## src/rtl/seq_alu.sv

```systemverilog
// Handshaked ALU: logic/arith/shift ops in one cycle, iterative shift-add MUL, registered NZCV.
// Latency: 1 cycle non-MUL, WIDTH+1 cycles MUL. Result is held while out_ready=0; in_ready follows out_ready in DONE.
module seq_alu #(
    parameter int WIDTH  = 64,
    parameter int MOVK_W = 16,
    parameter int SHW    = 6
) (
    input  logic             clk,
    input  logic             rst,
    input  logic             in_valid,
    output logic             in_ready,
    input  logic [WIDTH-1:0] a,
    input  logic [WIDTH-1:0] b,
    input  logic [3:0]       op_code,
    output logic             out_valid,
    input  logic             out_ready,
    output logic [WIDTH-1:0] alu_out,
    output logic [3:0]       flags,
    output logic             busy
);

    typedef enum logic [1:0] {S_IDLE, S_MUL, S_DONE} state_t;

    localparam logic [3:0]       OP_MUL = 4'b1011;
    localparam logic [SHW-1:0]   LAST   = SHW'(WIDTH - 1);
    localparam logic [WIDTH-1:0] KMASK  = {WIDTH{1'b1}} >> (WIDTH - MOVK_W);

    state_t           state_q, state_d;
    logic [WIDTH-1:0] res_q, res_d;
    logic [3:0]       flags_q, flags_d;
    logic [WIDTH-1:0] a_q, a_d;
    logic [WIDTH-1:0] b_q, b_d;
    logic [WIDTH-1:0] acc_q, acc_d;
    logic [SHW-1:0]   cnt_q, cnt_d;

    logic             accept;
    logic [WIDTH:0]   sum_ext;
    logic [WIDTH-1:0] diff;
    logic [WIDTH-1:0] f_res;
    logic             f_c, f_v;

    assign in_ready  = (state_q == S_IDLE) || ((state_q == S_DONE) && out_ready);
    assign accept    = in_valid && in_ready;
    assign out_valid = (state_q == S_DONE);
    assign busy      = (state_q == S_MUL);
    assign alu_out   = res_q;
    assign flags     = flags_q;

    assign sum_ext = {1'b0, a} + {1'b0, b};
    assign diff    = a - b;

    // Single-cycle datapath; MUL is handled by the FSM and never selects this result.
    always_comb begin
        f_res = '1;
        f_c   = 1'b0;
        f_v   = 1'b0;
        case (op_code)
            4'b0001: f_res = a & b;
            4'b0010: f_res = a | b;
            4'b0011: f_res = ~a;
            4'b0100: f_res = a;
            4'b0101: f_res = b;
            4'b0110: begin
                f_res = sum_ext[WIDTH-1:0];
                f_c   = sum_ext[WIDTH];
                f_v   = (a[WIDTH-1] == b[WIDTH-1]) && (f_res[WIDTH-1] != a[WIDTH-1]);
            end
            4'b0111: begin
                f_res = diff;
                f_c   = (a >= b);
                f_v   = (a[WIDTH-1] != b[WIDTH-1]) && (diff[WIDTH-1] != a[WIDTH-1]);
            end
            4'b1000: f_res = (a & ~KMASK) | (b & KMASK);
            4'b1001: f_res = a << b[SHW-1:0];
            4'b1010: f_res = a >> b[SHW-1:0];
            default: f_res = '1;
        endcase
    end

    always_comb begin
        state_d = state_q;
        res_d   = res_q;
        flags_d = flags_q;
        a_d     = a_q;
        b_d     = b_q;
        acc_d   = acc_q;
        cnt_d   = cnt_q;
        case (state_q)
            S_IDLE, S_DONE: begin
                if (accept) begin
                    if (op_code == OP_MUL) begin
                        a_d     = a;
                        b_d     = b;
                        acc_d   = '0;
                        cnt_d   = '0;
                        state_d = S_MUL;
                    end else begin
                        res_d   = f_res;
                        flags_d = {f_res[WIDTH-1], (f_res == '0), f_c, f_v};
                        state_d = S_DONE;
                    end
                end else if ((state_q == S_DONE) && out_ready) begin
                    state_d = S_IDLE;
                end
            end
            S_MUL: begin
                // Multiplicand shifts left while multiplier bits are consumed from the LSB.
                acc_d = acc_q + (b_q[0] ? a_q : '0);
                a_d   = a_q << 1;
                b_d   = b_q >> 1;
                cnt_d = cnt_q + 1'b1;
                if (cnt_q == LAST) begin
                    res_d   = acc_d;
                    flags_d = {acc_d[WIDTH-1], (acc_d == '0), 2'b00};
                    state_d = S_DONE;
                end
            end
            default: state_d = S_IDLE;
        endcase
    end

    always_ff @(posedge clk) begin
        if (rst) begin
            state_q <= S_IDLE;
            res_q   <= '0;
            flags_q <= '0;
            a_q     <= '0;
            b_q     <= '0;
            acc_q   <= '0;
            cnt_q   <= '0;
        end else begin
            state_q <= state_d;
            res_q   <= res_d;
            flags_q <= flags_d;
            a_q     <= a_d;
            b_q     <= b_d;
            acc_q   <= acc_d;
            cnt_q   <= cnt_d;
        end
    end

endmodule

```

## config.mk

```make
export PLATFORM = sky130hd
export DESIGN_NAME = seq_alu
export DESIGN_NICKNAME = d
export VERILOG_FILES = /design/src/rtl/seq_alu.sv
export SDC_FILE = /design/constraint.sdc
export NUM_CORES = 2
export LEC_CHECK = 0
export ABC_CLOCK_PERIOD_IN_PS = 6500
export CAP_MARGIN = 20
export CORE_UTILIZATION = 40
export CTS_CLUSTER_SIZE = 40
export DETAILED_ROUTE_END_ITERATION = 8
export SKIP_LAST_GASP = 1
export SYNTH_ARGS = -nofsm -noshare
export SYNTH_HDL_FRONTEND = slang
export SYNTH_SLANG_ARGS = --single-unit
export TNS_END_PERCENT = 5
```

## constraint.sdc

```tcl
create_clock -name clk -period 6.5 [get_ports clk]
set_input_delay 1.95 -clock clk [delete_from_list [all_inputs] [get_ports clk]]
set_output_delay 1.95 -clock clk [all_outputs]
set_load 0.02 [all_outputs]
```

Word level (Yosys, flattened, before mapping)
Index checks and enable logic that the tools add are counted.

storage, ports and cells
  bits of input ports = 136
  register bits = 268
  bits in latches = 0
  bits in read-only memories = 0
  output and inout bits = 71
  memories = 0
  word-level logic and storage cells = 83
  bits in writable memories = 0

operators by class
  $lt $le $gt $ge = 1
  bitwise gates (word level) = 4
  divide/modulo/power cells = 0
  shifts and indexed selects = 2
  add/sub/neg operators = 4
  reductions and logical operators = 13
  multiplexer cells = 29
  equal/unequal tests = 23
  $mul = 0

operator list
  operator               count
  $mux W64               10
  $pmux W64 S10          1
  $pmux W64 S2           4
  $logic_not A64 Y1      2
  $add A64 B64 Y65       1
  $add A64 B64 Y64       1
  $and A64 B64 Y64       1
  $ge A64 B64 Y1         1
  $not A64 Y64           1
  $or A64 B16 Y64        1
  $or A64 B64 Y64        1
  $shl A64 B6 Y64        1
  $shr A64 B6 Y64        1
  $sub A64 B64 Y64       1
  $eq A4 B3 Y1 const B   4
  $eq A4 B4 Y1 const B   4
  $mux W4                3
  $mux W6                2
  $pmux W6 S2            1
  $eq A4 B2 Y1 const B   2
  $mux W2                4
  $pmux W4 S2            1
  $add A6 B1 Y6 const B  1
  $eq A6 B6 Y1 const B   1
  other kinds (18)       26

Depth between registers and ports, before layout
  word-level depth = 7
  gate-level depth with buffers = 21
  depth with buffers taken out = 17

Worst setup path after synthesis
No wires, ideal clock.

  path kind = input to register
  from = input port b[4]
  to = register flags_q[2] (netlist: flags[2])
  setup slack = -300 ps
  library setup time = 87 ps
  arrival time = 6,713 ps
  cell stages on the path = 19
  required time = 6,413 ps
  buffers on the path = 4
  path through = clkbuf_1 clkinv_1 clkbuf_1 buf_1 buf_1 ha_1 o21ai_1 o31a_1 o21ai_1 nand3_1 and4b_4 o41ai_4 a21oi_2 nor3b_1 a211o_1 nor4_2 nand4_1 or4_1 o31ai_1

between the ends
  cells in the longest elaborated chain, start to end = 6

RTL lines
  element                                         line  text
  from (decl)                                     13    input logic [WIDTH-1:0] b,
  $sub A64 B64 Y64, or another cell as far along  50    assign diff = a - b;
  $pmux W64 S10 (*)                               57    case (op_code)
  $logic_not A64 Y1 (*)                           99    flags_d = {f_res[WIDTH-1], (f_res == '0), f_c, f_v};
  $mux W4 (*)                                     91    if (op_code == OP_MUL) begin
  $mux W4 (*)                                     90    if (accept) begin
  $pmux W4 S2 (*)                                 88    case (state_q)
  to (signal assigned)                            134   flags_q <= flags_d;
  to (decl)                                       30    logic [3:0] flags_q, flags_d;

Every way passes the cells marked *; elsewhere a longest branch is shown, timed or not. The select of a mux whose other input is x is not followed.
A chain may end at the register's enable or synchronous reset.

Worst setup path in the final report
  from = input port a[25]
  to = register flags_q[2] (netlist: flags[2])

between the ends
  cells in the longest elaborated chain, start to end = 6

RTL lines
  element                                         line  text
  from (decl)                                     12    input logic [WIDTH-1:0] a,
  $sub A64 B64 Y64, or another cell as far along  50
  $pmux W64 S10 (*)                               57
  $logic_not A64 Y1 (*)                           99
  $mux W4 (*)                                     91
  $mux W4 (*)                                     90
  $pmux W4 S2 (*)                                 88

Marked as above.

==> impl_results.md <==
- Sw power: 3467 µW
- Maximum vdd ir drop: 196.2 µV
- Arr. time, crit path: 7.08 ns
- Period minus WS final: 6.524 ns
- Synthesized cell area: 38,870 µm²
- Rows: 113
- Sw Share: 43.08%
- Layout cells sized above 1: 25.65%
- Max cap viols: 0
- Reg power frac: 21.6%
- Clk_lat worst skew: 0.64 ns
- Cell internal pwr: 4580 µW
- Synth warn: 0
- Lkg Pwr: 0.02257 µW
- Seq/Total Area, Yosys: 13.75%
- TritonCTS Buffers: 35
- GPL Wtd Cong: 1.172
- HPWL after detailed placement: 199,900 µm
- CP Data Required Time: 7.06 ns
- Clock Path Buffers: 3
- Die Area: 98,430 µm²
- Reg clk slew, reported paths: 0.07 ns
- Final Hold Fails: 0
- NumNets Final: 6,997
- Pwr dens: 153.7 nW/µm²
- Hold_ws: 0.4488 ns
- Core area: 95,580 µm²
- Unique masters post-synth: 118
- Slew Limit Headroom: 26.15%
- Main synth FF type: dfxtp_1
- Logic pwr share: 52.6%
- Post-Route Skew: 0.05537 ns
- Hold_buf cts: 0
- Vias: 51,936
- Status: finished with violations
- Initial Utilization: 40.67%
- Commonest non-fill, non-tap cell in the layout: buf_4
- Clk pwr share: 25.8%
- Fill count: 9,435
- Final Util: 54.79%
- Via-to-Cell Ratio: 6.591
- Slew @ Worst Pin: 1.101 ns
- Hold Crit Class: reg -> reg
- Maximum clock rate: 0.1533 GHz
- Post-DP Area: 50,920 µm²
- Final setup vio count: 1
- Number of global-route vias before repair: 48,377
- Global-route wire length before repair: 344,000 µm
- CTS root buf: clkbuf_16
- Failing checks: negative setup slack
- Synth async-reset ratio: 0%
- Antenna Violating Nets Remaining: 0
- Grt ovf: 0
- Die height: 313.7 µm
- Crit Path Category: in -> reg
- Largest net degree at the start of global routing: 97
- Crit path max fanout: 3
- Type of origin of the critical path: primary input
- Register Area: 5345 µm²
- Wirelength, routed: 244,700 µm
- Slew Viols, Final: 0
- First-iteration detailed-routing DRC count: 8,348
- Synth Register Bits: 267
- Setup ws final: -0.02351 ns
- CP endpoint kind: register
- Port buffer count: 206
- CTS tree: built
- EDFF count, synth: 0
- Htree depth: 2
- Overall Global Routing Usage: 47.80%
- Setup slack at placement: -0.9913 ns
- Area occupied by multi-input gates: 30,690 µm²
- First drt pass iteration count: 7
- Most frequent cells in the layout: buf_4, nand2_1, nor2_1
- Final Cycle Share: 100.4%
- Routed len/inst: 31.05 µm
- Post-Syn Instances: 5,496
- Syn avg cell area: 7.072 µm²
- Top-level port count: 207
- Num Clock Sinks: 267
- Layout Cell Area excl Fill: 52,370 µm²
- Layout area overhead: 34.72%
- Syn_nets: 5,909
- Die Wd: 313.7 µm
- Initial antenna violation count: 23
- # DRC: 0
cells by family after synthesis:
group                      count (synthesis)  share of synthesized area, %
AOI/OAI and AO/OA                       1773                         30.77
xor gates and xnor gates                  75                         1.690
adders and majority gates                277                         8.974
buffers and inverters                    723                         8.134
DFF                                      267                         13.75
muxes                                    315                         12.18
and+or+nand+nor                         2066                         24.50
worst max-delay path, cell delays in order:
cell,delay (ns)
clkdlybuf4s50_1,0.48
buf_12,0.18
mux4_2,0.54
mux2_2,0.34
nand2_1,0.20
o211ai_1,0.28
nor4_1,0.43
buf_4,0.24
o221ai_1,0.11
buf_4,0.17
nor4_2,0.35
buf_4,0.17
nand4b_1,0.24
buf_4,0.24
nor4_4,0.26
nand4_1,0.14
or4_1,0.52
o31ai_1,0.24
state kept, by name (all words and copies together), names as in the netlist:
register,flops
a_q,64
acc_q,64
alu_out,64
b_q,64
cnt_q,6
flags,3
state_q,2
final timing paths:
path | from | cells after the start | slack [ns] | to
setup reg to reg | b_q[0]$_SDFFE_PP0P_ | 19 | 0.49 | flags[2]$_SDFFE_PP0P_
setup / recovery | a[25] | 18 | -0.02 | flags[2]$_SDFFE_PP0P_
hold / removal | alu_out[28]$_SDFFE_PP0P_ | 2 | 0.45 | alu_out[28]$_SDFFE_PP0P_
hold reg to reg | alu_out[28]$_SDFFE_PP0P_ | 2 | 0.45 | alu_out[28]$_SDFFE_PP0P_
cells in the mapped netlist (all sizes together) (11+ instances only):
cell	count	area share [%]
o21bai	38	0.73
o221ai	45	1.1
o21ai	310	4.0
and3	35	0.56
a21o	57	1.1
a211o	23	0.52
or3	28	0.45
xor2	21	0.47
xnor2	54	1.2
a211oi	78	1.6
and2	96	1.5
nand4	67	1.1
nor3	114	1.5
o2111ai	19	0.43
o22ai	52	0.84
a2bb2oi	16	0.41
dfxtp	267	14
nor4	69	1.2
a221oi	51	1.2
a2111oi	26	0.67
a221o	16	0.41
nor2	557	5.4
nand2	751	7.3
mux2i	149	4.1
nand2b	40	0.64
o31ai	54	1.0
o31a	11	0.25
mux4	111	6.5
clkbuf	347	3.4
inv	229	2.2
a311oi	144	3.3
o211ai	73	1.4
a21oi	495	6.4
o21a	36	0.70
nand3	173	2.2
buf	139	2.5
or2	19	0.31
nor2b	49	0.80
a31oi	61	0.98
a21boi	16	0.31
mux2	55	1.6
ha	274	8.8
a22oi	52	1.0
metrics by stage:
step | cells | TNS, ns | power (µW)
detailed placement | 7807 | -4.920 | 5733
global route | 7874 | -0.02246 | 8216
global placement | 7806 | -4.039 | 5731
floorplan | 5496 | 0 | 3510
CTS | 7870 | 0 | 7811
finish | 7880 | -0.02351 | 8047
power by group through the flow:
stage | combinational [µW] | sequential, µW | clock [µW]
2_1_floorplan | 1690 | 1820 | 0
3_3_place_gp | 3960 | 1770 | 0
6_report | 4230 | 1740 | 2070
4_1_cts | 3980 | 1740 | 2090
3_5_place_dp | 3960 | 1780 | 0
5_1_grt | 4310 | 1750 | 2160
per-layer routing:
layer	vias to the layer above	global-route usage, %	part of all wire, %	wire length (µm)
li1	22556	-	-	-
met1	24802	62.29	39	96360
met2	3735	67.69	40	96940
met3	823	18.00	14	35280
met4	20	25.44	6.5	15890
met5	-	0	0.076	186
timing repair:
| item | CTS | global route |
|---|---|---|
| endpoints found under the setup margin | 1 | 2 |
| buffers inserted | 1 | 2 |
| resized for setup | 8 | 46 |
| hold endpoints to repair | 0 | 0 |
| pin swaps | 1 | 5 |
cell type report:
class | instances | area share (%)
diodes | 6 | 0.02867
clock inverters | 21 | 0.4253
multi-input cells | 4506 | 58.60
inverters | 237 | 1.706
repair buffers | 1537 | 24.19
well taps | 1265 | 3.023
flip-flops and latches | 267 | 10.21
clock buffers | 41 | 1.811
Note: power is estimated with default switching activity, not from simulation.
